**src/rtl/period_detector.sv**
```systemverilog
// Recovers the period of an 8-bit sample stream from hysteretic rising
// threshold crossings, with glitch rejection, lock indication and a no-signal timeout.
module period_detector #(
   parameter logic [7:0]  THRESH_HI  = 8'd160,
   parameter logic [7:0]  THRESH_LO  = 8'd96,
   parameter logic [31:0] MIN_PERIOD = 32'd4,
   parameter logic [31:0] TOL        = 32'd2,
   parameter logic [31:0] TIMEOUT    = 32'd50_000_000
) (
   input  logic        clk,
   input  logic        reset,
   input  logic        enable,
   input  logic [7:0]  sample_in,
   output logic [31:0] period,
   output logic        period_valid,
   output logic        locked,
   output logic        no_signal
);

   typedef enum logic [1:0] {
      IDLE,
      ARM,
      WAIT_HIGH
   } state_t;

   state_t      state;
   state_t      state_next;
   logic [31:0] cnt;
   logic [31:0] prev;
   logic [31:0] idle_cnt;
   logic        have_ref;

   logic        armed;
   logic        candidate;
   logic        take_ref;
   logic        accept;
   logic        timeout;
   logic        idle_timeout;
   logic        stable;
   logic [31:0] cnt_inc;
   logic [31:0] idle_inc;
   logic [31:0] diff;

   assign armed    = (state == ARM) || (state == WAIT_HIGH);
   assign cnt_inc  = (cnt == '1) ? cnt : cnt + 32'd1;
   assign idle_inc = (idle_cnt == '1) ? idle_cnt : idle_cnt + 32'd1;
   // Absolute difference taken by ordering the operands so it never wraps.
   assign diff     = (cnt >= prev) ? (cnt - prev) : (prev - cnt);
   assign stable   = (diff <= TOL) && (prev != 32'd0);

   always_ff @(posedge clk or negedge reset) begin
      if (!reset) begin
         state <= IDLE;
      end else begin
         state <= state_next;
      end
   end

   // An accepted crossing suppresses the timeout on the same edge.
   always_comb begin
      state_next = state;
      candidate  = 1'b0;
      case (state)
         IDLE: begin
            if (enable) state_next = ARM;
         end
         ARM: begin
            if (sample_in < THRESH_LO) state_next = WAIT_HIGH;
         end
         WAIT_HIGH: begin
            if (sample_in >= THRESH_HI) begin
               candidate  = 1'b1;
               state_next = ARM;
            end
         end
         default: state_next = IDLE;
      endcase
      take_ref     = candidate && !have_ref;
      accept       = candidate && have_ref && (cnt >= MIN_PERIOD);
      timeout      = have_ref && (cnt >= TIMEOUT) && !accept;
      idle_timeout = armed && !have_ref && (idle_cnt >= TIMEOUT);
      if (timeout) state_next = ARM;
      if (!enable) state_next = IDLE;
   end

   always_ff @(posedge clk or negedge reset) begin
      if (!reset) begin
         cnt          <= 32'd0;
         prev         <= 32'd0;
         idle_cnt     <= 32'd0;
         have_ref     <= 1'b0;
         period       <= 32'd0;
         period_valid <= 1'b0;
         locked       <= 1'b0;
         no_signal    <= 1'b0;
      end else begin
         period_valid <= 1'b0;
         if (!enable) begin
            have_ref <= 1'b0;
            cnt      <= 32'd0;
            locked   <= 1'b0;
            idle_cnt <= 32'd0;
         end else begin
            if (armed && !have_ref) begin
               idle_cnt <= idle_inc;
            end else begin
               idle_cnt <= 32'd0;
            end
            if (idle_timeout) begin
               no_signal <= 1'b1;
               period    <= 32'd0;
               locked    <= 1'b0;
            end
            // Glitches fall through to the plain count so the interval keeps growing.
            if (take_ref) begin
               cnt      <= 32'd1;
               have_ref <= 1'b1;
            end else if (accept) begin
               period       <= cnt;
               prev         <= cnt;
               cnt          <= 32'd1;
               period_valid <= 1'b1;
               no_signal    <= 1'b0;
               locked       <= stable;
            end else if (timeout) begin
               no_signal <= 1'b1;
               locked    <= 1'b0;
               period    <= 32'd0;
               have_ref  <= 1'b0;
               prev      <= 32'd0;
               cnt       <= 32'd0;
            end else if (armed && have_ref) begin
               cnt <= cnt_inc;
            end
         end
      end
   end

endmodule
```
**config.mk**
```make
export PLATFORM = sky130hd
export DESIGN_NAME = period_detector
export DESIGN_NICKNAME = d
export VERILOG_FILES = /design/src/rtl/period_detector.sv
export SDC_FILE = /design/constraint.sdc
export NUM_CORES = 1
export LEC_CHECK = 0
export CORE_MARGIN = 1.5
export CORE_UTILIZATION = 40
export CTS_CLUSTER_SIZE = 30
export DETAILED_ROUTE_END_ITERATION = 6
export GPL_TIMING_DRIVEN = 0
export PLACE_DENSITY = 0.59
export SLEW_MARGIN = 20
export SYNTH_ARGS = -nofsm -noshare
export SYNTH_HDL_FRONTEND = slang
export SYNTH_SLANG_ARGS = --single-unit
```
**constraint.sdc**
```tcl
create_clock -name clk -period 4.35 [get_ports clk]
set_input_delay 0.6525 -clock clk [delete_from_list [all_inputs] [get_ports clk]]
set_output_delay 0.6525 -clock clk [all_outputs]
set_load 0.005 [all_outputs]
```
After elaboration in Yosys (flattened, before gate mapping)
Index checks and enable logic that the tools add are counted.
{ "word_totals": {"latch_bits": 0, "register_bits": 134, "ramBits": 0, "romBits": 0, "input_bits": 11, "word_cells": 90, "memories": 0} }
{ "op_classes": {"mul": 0, "muxes": 39, "n_eq_ne": 11, "shift": 0, "reduce_logical": 19, "order_cmp": 7, "bitwise": 1, "add_sub_neg": 4, "div": 0} }
{ "op_table": {"columns": ["operator", "count"], "rows": [
  ["$mux W32", 16],
  ["$add A32 B1 Y32 const B", 2],
  ["$eq A32 B32 Y1 const B", 2],
  ["$ge A32 B26 Y1 const B", 2],
  ["$sub A32 B32 Y32", 2],
  ["$ge A32 B3 Y1 const B", 1],
  ["$ge A32 B32 Y1", 1],
  ["$le A32 B2 Y1 const B", 1],
  ["$reduce_bool A32 Y1", 1],
  ["$mux W1", 18],
  ["$logic_and A1 B1 Y1", 9],
  ["$ge A8 B8 Y1 const B", 1],
  ["$lt A8 B7 Y1 const B", 1],
  ["$mux W2", 4],
  ["$ne A4 B3 Y1 const B", 2],
  ["$ne A3 B3 Y1 const B", 2],
  ["$pmux W2 S3", 1],
  ["$reduce_and A2 Y1", 3],
  ["$ne A5 B1 Y1 const B", 1],
  ["$ne A5 B5 Y1 const B", 1],
  ["$ne A3 B1 Y1 const B", 1],
  ["$reduce_and A3 Y1", 1],
  ["$eq A2 B1 Y1 const B", 1],
  ["$eq A2 B2 Y1 const B", 1],
  ["5 further kinds", 6]
]} }

Logic depth before layout (Yosys ltp)
{ "depth": {"ltp_word": 11, "mapped_depth": 17, "ltp_nobuf": 14} }

Worst setup path after synthesis
No wires, ideal clock.
{ "synth_timing": {"path_kind": "register to register", "startpoint": "register cnt[17]", "endpoint": "register locked", "synth_period_minus_slack_ns": 3.310, "arrival_ns": 3.218, "path_buffers": 3, "path_stages_with_launch": 17, "slack_ns": 1.040, "setup_ns": 0.092, "cell_sequence": "dfrtp_1 > clkbuf_1 > inv_1 > ha_1 > buf_2 > a21oi_1 > o21ai_1 > a221oi_2 > o211ai_4 > or2_1 > buf_6 > a2111oi_2 > nor2_1 > xor2_1 > nor4_2 > o2111ai_1 > o31ai_2"} }
{ "synth_via": {"elab_chain_len": 8, "elab_cells_between_ends": 16, "classes_between": "add/sub (2); order compare (4); mux (5); reduce/logical (5)"} }
{ "synth_rtl": {"columns": ["item", "line_no", "source"], "rows": [
  ["from (decl)", "28", "logic [31:0] cnt;"],
  ["from (signal assigned)", "133", "cnt <= cnt_inc;"],
  ["parallel branches: the longest is 5 deep, another holds $sub A32 B32 Y32", null, null],
  ["$mux W1 *", "118", "end else if (accept) begin"],
  ["$mux W1 *", "115", "if (take_ref) begin"],
  ["$mux W1 *", "98", "if (!enable) begin"],
  ["to (signal assigned)", "124", "locked <= stable;"],
  ["to (decl)", "16", "output logic locked,"]
]} }
Every way passes the cells marked *.
A chain may end at the register's enable or synchronous reset.

Final worst setup path
{ "layout_timing": {"startpoint": "register cnt[12]", "endpoint": "register locked"} }
The elaborated chain is that of the path after synthesis.

==> results_dict.tcl <==
set metrics [dict create \
    status "completed" \
    skew_ps 8.65 \
    layout_common_cells "130 x dfrtp_1, 118 x nor2_1, 79 x a21oi_1" \
    finalSetupViolCount 0 \
    cts.path.max_buffers 2 \
    synth_top_flop_cell "dfrtp_1" \
    avgSynthCellArea_sq_um 8.78 \
    fmax_mhz 239 \
    grt_max_degree 73 \
    clk_latency_ps 420 \
    cp-end-kind "flip-flop" \
    vias 8651 \
    cp.required_ps 4620 \
    cap_violations 0 \
    ys_warn_count 0 \
    power.total_mw 2.87 \
    critPathLaunchType "flip-flop" \
    drtAntennaViolNets 0 \
    period_share_pct 96.3 \
    relSlewSlack_pct 51.4 \
    reg2reg_setup_slack_ps 160 \
    wl_met1_microns 14100 \
    vdd_ir_drop_max_mv 0.215 \
    route.detailed.drc 0 \
    cts_tree "done" \
    syn-cell-area_sq_mm 0.00985 \
    dr_wl_met2_microns 13000 \
    gp_congestion 0.898 \
    synth_top_family_by_area "compound AO/OA/AOI/OAI gates" \
    start_util_pct 40.6 \
    leakage_nw 4.97 \
    rr_startpoint "cnt[12]" \
    drt-initial-drc-count 640 \
    r2r_end "locked" \
    h-tree-depth 4 \
    grt_usage_pct 22.7 \
    row_count 57 \
    vias_per_cell 5.70 \
    async_flop_share_pct 100 \
    synthMuxAreaShare_pct 0.965 \
    die_y_microns 160 \
    hold_class "in -> async" \
    synth-compound-area-share_pct 23.2 \
    die_area_sq_mm 0.0256 \
    route.met3.wl_microns 1370 \
    antenna_found_initial 0 \
    layout_commonest_cell "dfrtp_1" \
    clkSlewWorstSetupHoldPaths_ps 60 \
    diodes 0 \
    crit_arrival_ps 4460 \
    gr-total-overflow 0 \
    tightestPinTransition_ps 730 \
    synth-simple-area-share_pct 19.0 \
    layout-drive-gt1-share_pct 8.55 \
    area_growth_pct 14.8 \
    rr_worst_depth 16 \
    ys_types 86 \
    post_drt_wl_per_cell_microns 19.1 \
    cp_max_fo 9 \
    synth-seq-cells 134 \
    synth-edff-count 0 \
    path_class "reg -> reg" \
    numCtsBuffers 17 \
    synthCells 1122 \
    drt-total-wl_microns 29000 \
    design.core.area_sq_mm 0.0242 \
    die_x_microns 160 \
    synthAdderAreaFrac_pct 9.42 \
    io_pins 46 \
    whs_ps 169 \
    finalHoldViolCount 0 \
    portBuffers 40 \
    cts_root_buffer "clkbuf_16" \
    period_needed_ps 4190 \
    first_pass_iters 5 \
    place_hpwl_microns 22500 \
    top_layer_used "met4" \
    cts_sinks 134 \
    power_density_mw_per_mm2 253 \
    fillers 2379 \
    grt_pass1_vias 8234 \
    grt_pass1_wl_microns 46000 \
    finalNetCount 1264 \
    synth-xor-area-share_pct 7.11 \
    finalMaxSlewViolations 0 \
    seq_area_frac_synth_pct 34.0 \
    synth_nets 1206 \
]
==> critical path: stages (launching register included) <==
cell and delay [ps]:
dfrtp_1 360, clkbuf_1 420, inv_1 100, ha_1 300
buf_2 180, nand2_1 180, o21bai_1 120, o221ai_2 230
o211ai_4 180, or2_1 260, buf_6 150, o31ai_4 300
o21ai_1 140, xor2_1 160, nor4_1 350, o2111ai_1 190
o31ai_2 420
==> power breakdown <==
group / internal (mW) / leakage (nW) / total [mW] / switching (mW)
registers: 1.25 / 1.86 / 1.26 / 0.00727
logic: 0.0365 / 2.83 / 0.119 / 0.0821
clock network: 0.921 / 0.289 / 1.49 / 0.566
total: 2.21 / 4.97 / 2.87 / 0.655
==> cells by family after synthesis <==
family	count (synthesis)
compound gates	319
flops	134
xor+xnor	80
mux	9
simple gates	369
buf+inv	138
fa+ha+maj	73
==> worst max path at each step <==
stage               cells after the start  endpoint     from
floorplan                              16    locked  cnt[17]
global placement                        1  prev[28]    reset
detailed placement                     15    locked  cnt[24]
CTS                                    15    locked  cnt[24]
global route                           17    locked  cnt[12]
finish                                 16    locked  cnt[12]
==> cells in the mapped netlist, types with 25 or more instances <==
master / instances / area (sq um)
a21oi_1: 80 / 400
a22o_1: 64 / 561
clkbuf_1: 28 / 105
dfrtp_1: 134 / 3350
ha_1: 71 / 888
inv_1: 78 / 293
nand2_1: 65 / 244
nand3_1: 37 / 185
nand4_1: 28 / 175
nor2_1: 118 / 443
nor4_1: 25 / 156
o21ai_0: 41 / 205
xnor2_1: 48 / 420
xor2_1: 32 / 280
==> metrics by stage <==
step	std cells	utilization, %	setup TNS [ps]	area (sq um)	worst slack (ps)
after floorplan	1122	-	0	9850	1040
after global placement	1486	44.0	-377370	10700	-2830
after detailed placement	1487	44.1	0	10700	62.0
after CTS	1519	46.6	0	11300	7.12
after global routing	1517	46.6	-2.66	11300	-2.66
final	1517	46.6	0	11300	162
==> metal layers <==
layer	GRT usage, %	vias to the layer above
li1	-	4144
met1	32.8	4201
met2	35.3	269
met3	3.58	37
met4	6.33	0
met5	0	-
==> repair_timing <==
action / CTS / global route
endpoints found under the hold margin: 0 / 0
gates resized for setup: 0 / 6
hold buffers: 0 / 0
buffers inserted: 0 / 1
endpoints found under the setup margin: 0 / 1
==> final cells by class <==
class | count | area, sq um | area share [%]
multi-input combinational | 850 | 5890 | 52.1
sequential | 134 | 3360 | 29.7
timing repair buffer | 42 | 440 | 3.89
clock buffer | 18 | 439 | 3.88
tap | 324 | 405 | 3.58
buffer | 57 | 308 | 2.72
inverter | 78 | 293 | 2.59
clock inverter | 14 | 174 | 1.54
==> registers in the layout, indices dropped and copies added (netlist names) <==
register,flops
period,32
prev,32
locked,1
period_valid,1
no_signal,1
idle_cnt,32
cnt,32
have_ref,1
state,2
No activity file was read; power rests on OpenSTA's default activity.
